===== config.mk =====
export PLATFORM = sky130hd
export DESIGN_NAME = imem_responder
export DESIGN_NICKNAME = d
export VERILOG_FILES = /design/src/rtl/imem_responder_pkg.sv /design/src/rtl/imem_lasthit_buf.sv /design/src/rtl/imem_responder.sv
export SDC_FILE = /design/constraint.sdc
export NUM_CORES = 1
export LEC_CHECK = 0
export ABC_AREA = 0
export BUFFER_PORTS_ARGS = -buffer_cell sky130_fd_sc_hd__clkbuf_2
export CORE_MARGIN = 5
export CORE_UTILIZATION = 55
export DETAILED_ROUTE_END_ITERATION = 6
export GPL_ROUTABILITY_DRIVEN = 1
export HOLD_SLACK_MARGIN = 0.03
export PLACE_DENSITY = 0.89
export SLEW_MARGIN = 20
export SYNTH_ARGS = -nofsm -noshare
export SYNTH_HDL_FRONTEND = slang
export SYNTH_SLANG_ARGS = --single-unit

===== constraint.sdc =====
create_clock -name clk -period 3.2 [get_ports clk]
set_clock_uncertainty 0.1 [all_clocks]
set_input_delay 0.16 -clock clk [delete_from_list [all_inputs] [get_ports clk]]
set_output_delay 0.16 -clock clk [all_outputs]
set_load 0.05 [all_outputs]

===== src/rtl/imem_responder_pkg.sv =====
`default_nettype none
// =============================================================================
// imem_responder_pkg : shared fetch-bus types, FSM state encoding, reset PC
// Revision: 1.0
// =============================================================================
package imem_responder_pkg;

    localparam logic [63:0] RESET_PC = 64'h0000_0000_8000_0000;

    typedef struct packed {
        logic        valid;
        logic [63:0] addr;
    } ibus_req_t;

    typedef struct packed {
        logic        addr_ok;
        logic        data_ok;
        logic [31:0] data;
    } ibus_resp_t;

    typedef enum logic [1:0] {
        ST_IDLE = 2'd0,
        ST_WAIT = 2'd1,
        ST_RESP = 2'd2
    } imem_state_e;

endpackage : imem_responder_pkg
`default_nettype wire


===== src/rtl/imem_lasthit_buf.sv =====
`default_nettype none
// =============================================================================
// imem_lasthit_buf : one-entry (addr, data, valid) buffer of the last response;
// exists only when IMEM_LASTHIT_EN is defined.  Revision: 1.0
// =============================================================================
`ifdef IMEM_LASTHIT_EN
module imem_lasthit_buf (
    input  logic        clk_i,
    input  logic        rst_ni,
    input  logic        flush_i,
    input  logic        wr_en_i,
    input  logic [63:0] wr_addr_i,
    input  logic [31:0] wr_data_i,
    input  logic [63:0] rd_addr_i,
    output logic        hit_o,
    output logic [31:0] rd_data_o
);
    logic        valid_q;
    logic [61:0] tag_q;
    logic [31:0] data_q;
    logic        w_unused_lsbs;

    // Flush beats a same-cycle write so a fence.i can never be lost.
    always_ff @(posedge clk_i or negedge rst_ni) begin
        if (!rst_ni) begin
            valid_q <= 1'b0;
            tag_q   <= '0;
            data_q  <= '0;
        end else begin
            if (flush_i) begin
                valid_q <= 1'b0;
            end else if (wr_en_i) begin
                valid_q <= 1'b1;
            end
            if (wr_en_i) begin
                tag_q  <= wr_addr_i[63:2];
                data_q <= wr_data_i;
            end
        end
    end

    assign hit_o         = valid_q && (tag_q == rd_addr_i[63:2]);
    assign rd_data_o     = data_q;
    assign w_unused_lsbs = ^{wr_addr_i[1:0], rd_addr_i[1:0]};

endmodule : imem_lasthit_buf
`endif
`default_nettype wire


===== src/rtl/imem_responder.sv =====
`default_nettype none
// =============================================================================
// imem_responder : instruction fetch responder in front of a 1-cycle SRAM with
// WAIT_CYCLES extra wait states. Define IMEM_LASTHIT_EN for a last-hit buffer.
// Revision: 1.0
// =============================================================================
module imem_responder
    import imem_responder_pkg::*;
#(
    parameter int unsigned WAIT_CYCLES = 2,
    parameter int unsigned MEM_WORDS   = 65536,
    parameter logic [63:0] BASE        = RESET_PC
) (
    input  logic                         clk,
    input  logic                         reset,
    input  ibus_req_t                    ireq,
    output ibus_resp_t                   iresp,
    input  logic                         flush,
    output logic                         mem_en,
    output logic [$clog2(MEM_WORDS)-1:0] mem_idx,
    input  logic [31:0]                  mem_rdata
);
    localparam int unsigned IDX_W     = $clog2(MEM_WORDS);
    localparam logic [63:0] WIN_BYTES = 64'(MEM_WORDS) << 2;

    imem_state_e state_q;
    logic [3:0]  cnt_q;
    logic [63:0] addr_q;
    logic        oob_q;
    logic        cap_q;
    logic [31:0] rdata_q;
    logic [31:0] dout_q;

    logic [63:0] w_off;
    logic        w_in_range;
    logic        w_accept;
    logic        w_redirect;
    logic        w_hit;
    logic [31:0] w_buf_data;
    logic [31:0] w_fresh;
    logic [31:0] w_resp_data;
    logic        w_resp;

    assign w_off      = ireq.addr - BASE;
    assign w_in_range = (ireq.addr >= BASE) && (w_off < WIN_BYTES);
    // Gating with reset keeps every output low while reset is held.
    assign w_accept   = reset && (state_q == ST_IDLE) && ireq.valid;
    assign w_redirect = !ireq.valid || (ireq.addr != addr_q);
    assign mem_en     = w_accept && w_in_range && !w_hit;
    assign mem_idx    = mem_en ? w_off[IDX_W+1:2] : '0;

    // cap_q marks the one cycle in which the SRAM word for the access is live.
    assign w_fresh     = oob_q ? 32'h0000_0000 : mem_rdata;
    assign w_resp_data = cap_q ? w_fresh : rdata_q;
    assign w_resp      = (state_q == ST_RESP);

    always_comb begin
        iresp         = '0;
        iresp.addr_ok = w_accept;
        iresp.data_ok = w_resp;
        iresp.data    = w_resp ? w_resp_data : dout_q;
    end

`ifdef IMEM_LASTHIT_EN
    imem_lasthit_buf u_lasthit (
        .clk_i     (clk),
        .rst_ni    (reset),
        .flush_i   (flush),
        .wr_en_i   (w_resp),
        .wr_addr_i (addr_q),
        .wr_data_i (w_resp_data),
        .rd_addr_i (ireq.addr),
        .hit_o     (w_hit),
        .rd_data_o (w_buf_data)
    );
`else
    logic w_unused_flush;
    assign w_hit          = 1'b0;
    assign w_buf_data     = 32'h0000_0000;
    assign w_unused_flush = flush;
`endif

    always_ff @(posedge clk or negedge reset) begin
        if (!reset) begin
            state_q <= ST_IDLE;
            cnt_q   <= '0;
            addr_q  <= '0;
            oob_q   <= 1'b0;
            cap_q   <= 1'b0;
            rdata_q <= '0;
            dout_q  <= '0;
        end else begin
            cap_q <= 1'b0;
            case (state_q)
                ST_IDLE: begin
                    if (ireq.valid) begin
                        addr_q <= ireq.addr;
                        oob_q  <= !w_in_range;
                        cnt_q  <= 4'(WAIT_CYCLES);
                        if (w_hit) begin
                            rdata_q <= w_buf_data;
                            state_q <= ST_RESP;
                        end else begin
                            cap_q   <= 1'b1;
                            state_q <= (WAIT_CYCLES == 0) ? ST_RESP : ST_WAIT;
                        end
                    end
                end
                ST_WAIT: begin
                    if (cap_q) begin
                        rdata_q <= w_fresh;
                    end
                    if (w_redirect) begin
                        cnt_q   <= '0;
                        state_q <= ST_IDLE;
                    end else begin
                        cnt_q <= cnt_q - 4'd1;
                        if (cnt_q <= 4'd1) begin
                            state_q <= ST_RESP;
                        end
                    end
                end
                ST_RESP: begin
                    rdata_q <= w_resp_data;
                    dout_q  <= w_resp_data;
                    state_q <= ST_IDLE;
                end
                default: state_q <= ST_IDLE;
            endcase
        end
    end

endmodule : imem_responder
`default_nettype wire


-- Yosys cells after proc, flatten, opt, wreduce, memory -nomap -nowiden
Cells that the tools add are included.
- latch bits: 0
- bits of input ports: 100
- bits in registers: 136
- bits in read-only memories: 0
- memory bits (writable): 0
- memories: 0
- output and inout bits: 51
- muxes and demuxes: 13
- reduce and logical (&&, ||, !) cells: 13
- magnitude comparators: 3
- divide/modulo/power cells: 0
- shift operators: 0
- bitwise operators: 0
- multipliers: 0
- add/subtract/negate cells: 2
- equality and inequality tests: 5
- operators with widths (kind ; count):
    $mux W32 ; 3
    $ge A64 B32 Y1 const B ; 1
    $lt A64 B19 Y1 const B ; 1
    $ne A64 B64 Y1 ; 1
    $sub A64 B32 Y64 const B ; 1
    $mux W16 ; 1
    $mux W4 ; 2
    $pmux W4 S2 ; 1
    $mux W2 ; 3
    $reduce_and A2 Y1 ; 3
    $le A4 B1 Y1 const B ; 1
    $logic_and A1 B1 Y1 ; 4
    $pmux W2 S2 ; 1
    $sub A4 B1 Y4 const B ; 1
    $ne A3 B3 Y1 const B ; 1
    $eq A2 B1 Y1 const B ; 1
    $eq A2 B2 Y1 const B ; 1
    $logic_not A1 Y1 ; 2
    $logic_not A2 Y1 ; 1
    $mux W1 ; 2
    $ne A2 B2 Y1 const B ; 1
    $reduce_bool A2 Y1 ; 1
    $reduce_or A2 Y1 ; 1
    $logic_or A1 B1 Y1 ; 1

-- Longest topological paths before layout
Gate-level depths: netlist (run 1).
- depth in word-level cells: 5
- gate-level depth with buffers: 10
- gate-level depth less buffers: 9

-- Worst setup path before layout (run 1)
No wires, ideal clock.
- kind: input -> output
- start: in ireq[43] (netlist name)
- end: out mem_idx[10]
- data arrival time: 2486 ps
- cell stages on the path: 9
- slack: 454 ps
- path through: buf_2 > nor4_4 > nand3_2 > or3_1 > a221oi_1 > nand4_1 > nor3b_4 > buf_6 > and3_1
- cells in the longest elaborated chain, start to end: 5
- elaborated cells on any way between the ends: 6
- RTL lines (item ; line ; source):
    start, declared ; imem_responder.sv:16 ; input ibus_req_t ireq,
    $sub A64 B32 Y64 ; imem_responder.sv:44 ; assign w_off = ireq.addr - BASE;
    $lt A64 B19 Y1 ; imem_responder.sv:45 ; assign w_in_range = (ireq.addr >= BASE) && (w_off < WIN_BYTES);
    $logic_and A1 B1 Y1 * ; imem_responder.sv:45 ;
    $logic_and A1 B1 Y1 * ; imem_responder.sv:49 ; assign mem_en = w_accept && w_in_range && !w_hit;
    $mux W16 * ; imem_responder.sv:50 ; assign mem_idx = mem_en ? w_off[IDX_W+1:2] : '0;
    end, declared ; imem_responder.sv:20 ; output logic [$clog2(MEM_WORDS)-1:0] mem_idx,
Every way passes the cells marked *; elsewhere a longest branch is shown, timed or not.

-- Final worst setup path (run 1)
- start: in ireq[31] (netlist name)
- end: out mem_idx[14]
Same word-level chain as after synthesis.

==> flow_metrics.py, run 1 <==
metrics = {
    "outcome": {
        "run_status": "complete, but fails checks",
        "violations": "setup timing",
    },
    "sta": {
        "hold_viol": 0,
        "finalCriticalPeriod_ns": 3.30,
        "tns_ns": -1.38,
        "fin_crit_sh": 1.03,
        "tightest_slew_ns": 0.991,
        "max_freq_mhz": 303,
        "whs_ns": 0.0582,
        "slew_headroom": 0.339,
        "setup_viol": 17,
        "fin_ws_ns": -0.102,
        "drv_slew": 0,
    },
    "yosys": {
        "ys.flop_type": "dfrtp_1",
        "synth_area_sq_um": 7250,
        "synth.most_common_cell": "dfrtp_1",
        "synth_cells": 727,
        "ys_ff_latch": 136,
        "synth_top_cell_by_area": "dfrtp_1",
        "ys_seq_area_frac": 0.469,
        "synth_edf_count": 0,
        "synth.yosys.warnings": 0,
        "synth_fp_nets": 833,
        "ys_types": 60,
        "syn_area_per_cell_sq_um": 9.97,
        "synth_area_leaders": "dfrtp_1, mux2_2, nand2b_1",
        "yosys-top-cells-count": "dfrtp_1, nand2b_1, nand2_1, o21ai_0",
        "synth_top_area_frac": 0.469,
        "async_reset_ff_frac": 1.00,
    },
    "global_route": {
        "grt_first_pass_wirelength_um": 35100,
        "grt_overflow": 0,
        "track_usage": 0.277,
        "antenna_found_initial": 0,
        "grt_pass1_vias": 6960,
        "grt_max_degree": 137,
    },
    "clock_network": {
        "numCtsBuffers": 17,
        "clk_pin_slew_worst_paths_ns": 0.06,
        "h-tree-depth": 4,
        "cts.sink_count": 136,
        "clk_latency_ns": 0.43,
        "clk_path_buf_depth": 2,
        "cts_tree": "yes",
        "cts-root-buf": "clkbuf_16",
    },
    "route": {
        "drtIter0Drc": 844,
        "vias_per_cell": 5.91,
        "final_antenna_net_count": 0,
        "wl_um": 23000,
        "post_drt_wl_per_cell_um": 20.0,
        "drc": 0,
        "drt-pass1-iter-count": 5,
        "vias": 6783,
    },
    "critical_path": {
        "r2r_start": "addr_q[59]$_DFFE_PN0P_",
        "critPathKind": "primary input to primary output",
        "r2r_cells": 6,
        "cp-start-kind": "primary input",
        "r2r_slack_ns": 0.76,
        "r2r_end": "cnt_q[1]$_DFFE_PN0P_",
        "end_kind": "primary output",
        "crit_arrival_ns": 3.04,
        "crit_fanout": 5,
        "crit_required_ns": 2.94,
    },
    "hold_path": {
        "worst_hold_path.endpoint": "addr_q[57]$_DFFE_PN0P_",
        "hold_depth": 2,
        "hold_start": "ireq[57]",
        "min_path_type": "primary input to flip-flop",
    },
    "final_layout": {
        "design_area_sq_um": 9880,
        "nets": 1063,
        "final_cells": 1148,
        "drive_gt1_frac": 0.272,
        "syn2layout_area_growth_pct": 36.3,
    },
    "placed_design": {
        "dpl_cell_area_sq_um": 8150,
        "hpwl_um": 12400,
        "portBuffers": 149,
        "post-place-ws_ns": 0.136,
        "gp_congestion": 0.973,
        "dp_cells": 1020,
    },
    "floorplanning": {
        "die_w_um": 125,
        "design.core.area_sq_um": 13100,
        "io_pins": 151,
        "die_y_um": 125,
        "initial_core_util": 0.554,
        "rows": 42,
        "dieArea_sq_um": 15600,
    },
    "pwr": {
        "ir_drop_mv": 0.513,
        "power_density_nw_per_um2": 873,
        "leakage_uw": 0.00422,
    },
    "flow_run": {
        "maxCapViolCount": 0,
    },
}
stage by stage:
stage	power (uW)	utilization
2_1_floorplan	5290	-
3_3_place_gp	6020	0.623
3_5_place_dp	6150	0.623
4_1_cts	8480	0.742
5_1_grt	9030	0.755
6_report	8630	0.755
power breakdown:
group	total [uW]	internal, uW	switching, uW
Clock	2200	1410	790
Combinational	3630	1210	2410
Sequential	2800	2390	410
Total	8630	5010	3620
registers in the layout, summed over array words and instances (netlist names):
name,flops
rdata_q,32
oob_q,1
state_q,2
dout_q,32
addr_q,64
cnt_q,4
cap_q,1
worst max path at each step:
stage	startpoint	slack, ns	to	cells past startpoint
after floorplan	ireq[43]	0.45	mem_idx[10]	9
after global placement	ireq[32]	0.26	mem_idx[10]	12
after detailed placement	ireq[32]	0.14	mem_idx[9]	12
after CTS	ireq[51]	0.01	mem_idx[9]	11
after global routing	ireq[32]	-0.07	mem_idx[8]	10
final	ireq[31]	-0.10	mem_idx[14]	12
cell usage in the layout, fill, tap and decap left out, types with 3 or more instances in the layout:
cell           count
o21ai_0           52
mux2_2            49
o2111ai_1          3
a2111o_1           3
a21oi_1            5
dlygate4sd3_1     88
nor3_1             7
ha_1               4
nor4_1            10
inv_1             19
clkbuf_16         17
nand3b_1          32
nor2b_1            8
buf_6              7
and3_1            17
a31oi_1           33
nor4_4             5
clkbuf_2         129
xor2_1             3
o21ai_1            4
buf_4             24
nand4_1           18
xnor2_1           49
nand2b_1          74
nor2_1            45
dfrtp_1          136
or3_1              3
clkinv_4           3
inv_6              3
nand2_1           57
bufinv_16          5
nand3_1            4
timing repair:
item	4_1_cts	5_1_grt
setup buffers	0	4
setup endpoints to repair	0	17
hold buffers	90	0
hold endpoints to repair	257	0
gates resized for setup	0	74
routing by layer:
metal  routed length [um]  vias up  global-route usage  share of wire
met5                    0        -                   0              0
met4                 1420        0               0.128          0.062
met3                 2020      144              0.0759          0.088
met2                11100      445               0.469           0.48
met1                 8440     3186               0.327           0.37
li1                     -     3008                   -              -
cells by family (layout without fill, tap and decap cells):
family                     after synthesis  in the layout  share of synthesized area
DFF                                    136            136                      0.469
adders and majority gates                6              6                     0.0104
AOI/OAI and AO/OA                      119            119                      0.103
xor gates and xnor gates                52             52                     0.0628
and+or+nand+nor                        302            302                      0.243
other                                    0              2                          0
buffers and inverters                   63            306                     0.0349
muxes                                   49             49                     0.0761
final cells by class:
| class | count | area [sq um] |
|---|---|---|
| clock buffer | 19 | 443 |
| antenna | 2 | 5.00 |
| timing repair buffer | 253 | 1860 |
| tap | 176 | 220 |
| inverter | 21 | 78.8 |
| sequential | 136 | 3400 |
| fill | 769 | 3200 |
| clock inverter | 13 | 215 |
| multi-input combinational | 528 | 3660 |
critical path: stages:
cell and delay (ns):
clkbuf_2 0.17, inv_1 0.13, ha_2 0.20, nor3b_4 0.30, nand2_2 0.13, o41a_1 0.34, a211oi_1 0.34, nand4_1 0.27
nor3b_4 0.41, buf_6 0.17, and3_1 0.18, buf_4 0.21
(Power assumes the default switching activity.)
==> inputs of run 2 (changes only) <==
--- a/config.mk
+++ b/config.mk
@@ -15,2 +15,3 @@
 export PLACE_DENSITY = 0.89
+export SETUP_SLACK_MARGIN = 0.05
 export SLEW_MARGIN = 20
--- a/constraint.sdc
+++ b/constraint.sdc
@@ -4,2 +4,2 @@
 set_output_delay 0.16 -clock clk [all_outputs]
-set_load 0.05 [all_outputs]
+set_load 0.005 [all_outputs]
==> run 2 against run 1 <==
  * The run now ends clean
  * Via count shrank 2.7%
  * First-iteration DRC count is 19% lower
  * Clock-buffer cell count rose by 2
  * Critical path depth decreased by 2
  * Largest cell class unchanged
  * Register-to-register slack worse by 0.11 ns
  * Non-clock buffer count down 1
  * Final area down 2.1%
  * Clock power decreased by 10%
  * Combinational power down 30%
  * Worst setup slack improved by 0.19 ns
  * Flip-flop and latch count unchanged
  * Sequential power hardly changed
==> flow_metrics.py, run 2 (synthesis gave the netlist of run 1 again) <==
metrics = {
    "sta": {
        "tightest_slew_ns": 0.966,
        "setup_viol": 0,
        "drv_slew": 0,
        "max_freq_mhz": 322,
        "tns_ns": 0,
        "hold_viol": 0,
        "slew_headroom": 0.355,
        "finalCriticalPeriod_ns": 3.11,
        "rsz0062_at_grt": "false",
        "whs_ns": 0.0506,
        "fin_crit_sh": 0.971,
    },
    "final_layout": {
        "final_common_cell": "clkbuf_2",
        "final_cell_mix": "clkbuf_2, dfrtp_1, dlygate4sd3_1, nand2b_1, nand2_1",
        "final_cells": 1145,
        "drive_gt1_frac": 0.263,
        "largestRegisters": "addr_q: 64 flops, dout_q: 32 flops, rdata_q: 32 flops",
        "nets": 1062,
        "largest_reg_flops": 64,
        "syn2layout_area_growth_pct": 33.4,
        "regMostFlops": "addr_q",
        "fillers": 801,
        "n_antenna_cell": 0,
    },
    "outcome": {
        "run_status": "complete, no violations",
    },
    "critical_path": {
        "end_kind": "primary output",
        "path_delay_family": "simple AND/OR/NAND/NOR gates",
        "slowest_stage": "dlygate4sd3_1",
        "cp-start-kind": "primary input",
        "path_cells": "dlygate4sd3_1 -> clkbuf_2 -> nor4_1 -> nand4_1 -> nor4_1 -> nand4_1 -> nor3b_4 -> buf_12 -> and3_1 -> clkbuf_2",
        "critPathBufInv": 4,
        "crit_arrival_ns": 2.85,
        "max_stage_delay_ns": 0.57,
        "crit_fanout": 17,
        "critPathKind": "primary input to primary output",
        "crit_required_ns": 2.94,
    },
    "clock_network": {
        "cts-root-buf": "clkbuf_16",
        "cts_tree": "yes",
        "cts.sink_count": 136,
        "numCtsBuffers": 17,
        "h-tree-depth": 4,
        "clk_pin_slew_worst_paths_ns": 0.06,
        "clk_latency_ns": 0.42,
        "clk_path_buf_depth": 2,
    },
    "floorplanning": {
        "die_y_um": 125,
        "design.core.area_sq_um": 13100,
        "io_pins": 151,
        "dieArea_sq_um": 15600,
        "die_w_um": 125,
        "rows": 42,
        "initial_core_util": 0.554,
    },
    "pwr": {
        "leakage_uw": 0.00414,
        "power.total_uw": 7310,
        "ir_drop_mv": 0.530,
        "power_density_nw_per_um2": 756,
    },
    "route": {
        "post_drt_wl_per_cell_um": 18.7,
        "drtIter0Drc": 685,
        "vias_per_cell": 5.76,
        "drc": 0,
        "vias": 6598,
        "wl_um": 21400,
        "drt-pass1-iter-count": 6,
        "final_antenna_net_count": 0,
    },
    "flow_run": {
        "maxCapViolCount": 0,
    },
    "placed_design": {
        "dp_cells": 1020,
        "gp_congestion": 0.981,
        "hpwl_um": 11900,
        "portBuffers": 149,
    },
    "global_route": {
        "grt_max_degree": 66,
        "grt_overflow": 0,
        "track_usage": 0.277,
        "antenna_found_initial": 0,
        "grt_pass1_vias": 6906,
        "grt_first_pass_wirelength_um": 34900,
    },
    "hold_path": {
        "min_path_type": "primary input to flip-flop",
    },
}
run 2: through the flow:
step	util	setup WS (ns)	cell area, sq um
2_1_floorplan	-	0.755	7250
3_3_place_gp	0.621	0.272	8130
3_5_place_dp	0.621	0.164	8130
4_1_cts	0.737	0.0906	9650
5_1_grt	0.739	0.0588	9670
6_report	0.739	0.0921	9670
run 2: power breakdown:
| part | internal (uW) | switching, uW |
|---|---|---|
| Sequential | 2390 | 383 |
| Clock | 1230 | 756 |
| Combinational | 1200 | 1360 |
| Total | 4810 | 2500 |
run 2: layout make-up:
class                      instances  area, sq um  share of cell area
clock buffer                      21          480              0.0497
clock inverter                    11          120              0.0124
inverter                          21         78.8             0.00815
multi-input combinational        528         3600               0.372
sequential                       136         3400               0.352
tap                              176          220              0.0228
timing repair buffer             252         1770               0.183
run 2: what timing repair did:
action,CTS,global route
endpoints found under the hold margin,184,0
setup buffers,0,1
setup endpoints to repair,0,17
resized for setup,0,1
hold buffers,92,0
run 2: routing by layer:
metal	vias to the layer above	routed length [um]	GRT usage
met1	3137	7970	0.327
li1	3017	-	-
met2	342	10800	0.469
met3	102	1560	0.0678
met4	0	1080	0.142
met5	-	0	0
run 2: final timing paths:
path                                   startpoint                      to  slack [ns]  cells past startpoint
setup / recovery                         ireq[24]             mem_idx[12]        0.09                     10
hold / removal                           ireq[43]  addr_q[43]$_DFFE_PN0P_        0.05                      2
setup reg to reg           addr_q[59]$_DFFE_PN0P_    cnt_q[1]$_DFFE_PN0P_        0.65                      6
hold reg to reg            rdata_q[6]$_DFFE_PN0P_  rdata_q[6]$_DFFE_PN0P_        0.38                      2
max in group asynchronous                   reset  addr_q[21]$_DFFE_PN0P_        1.89                      3
min in group asynchronous                   reset     dout_q[9]$_DFF_PN0_        0.17                      2
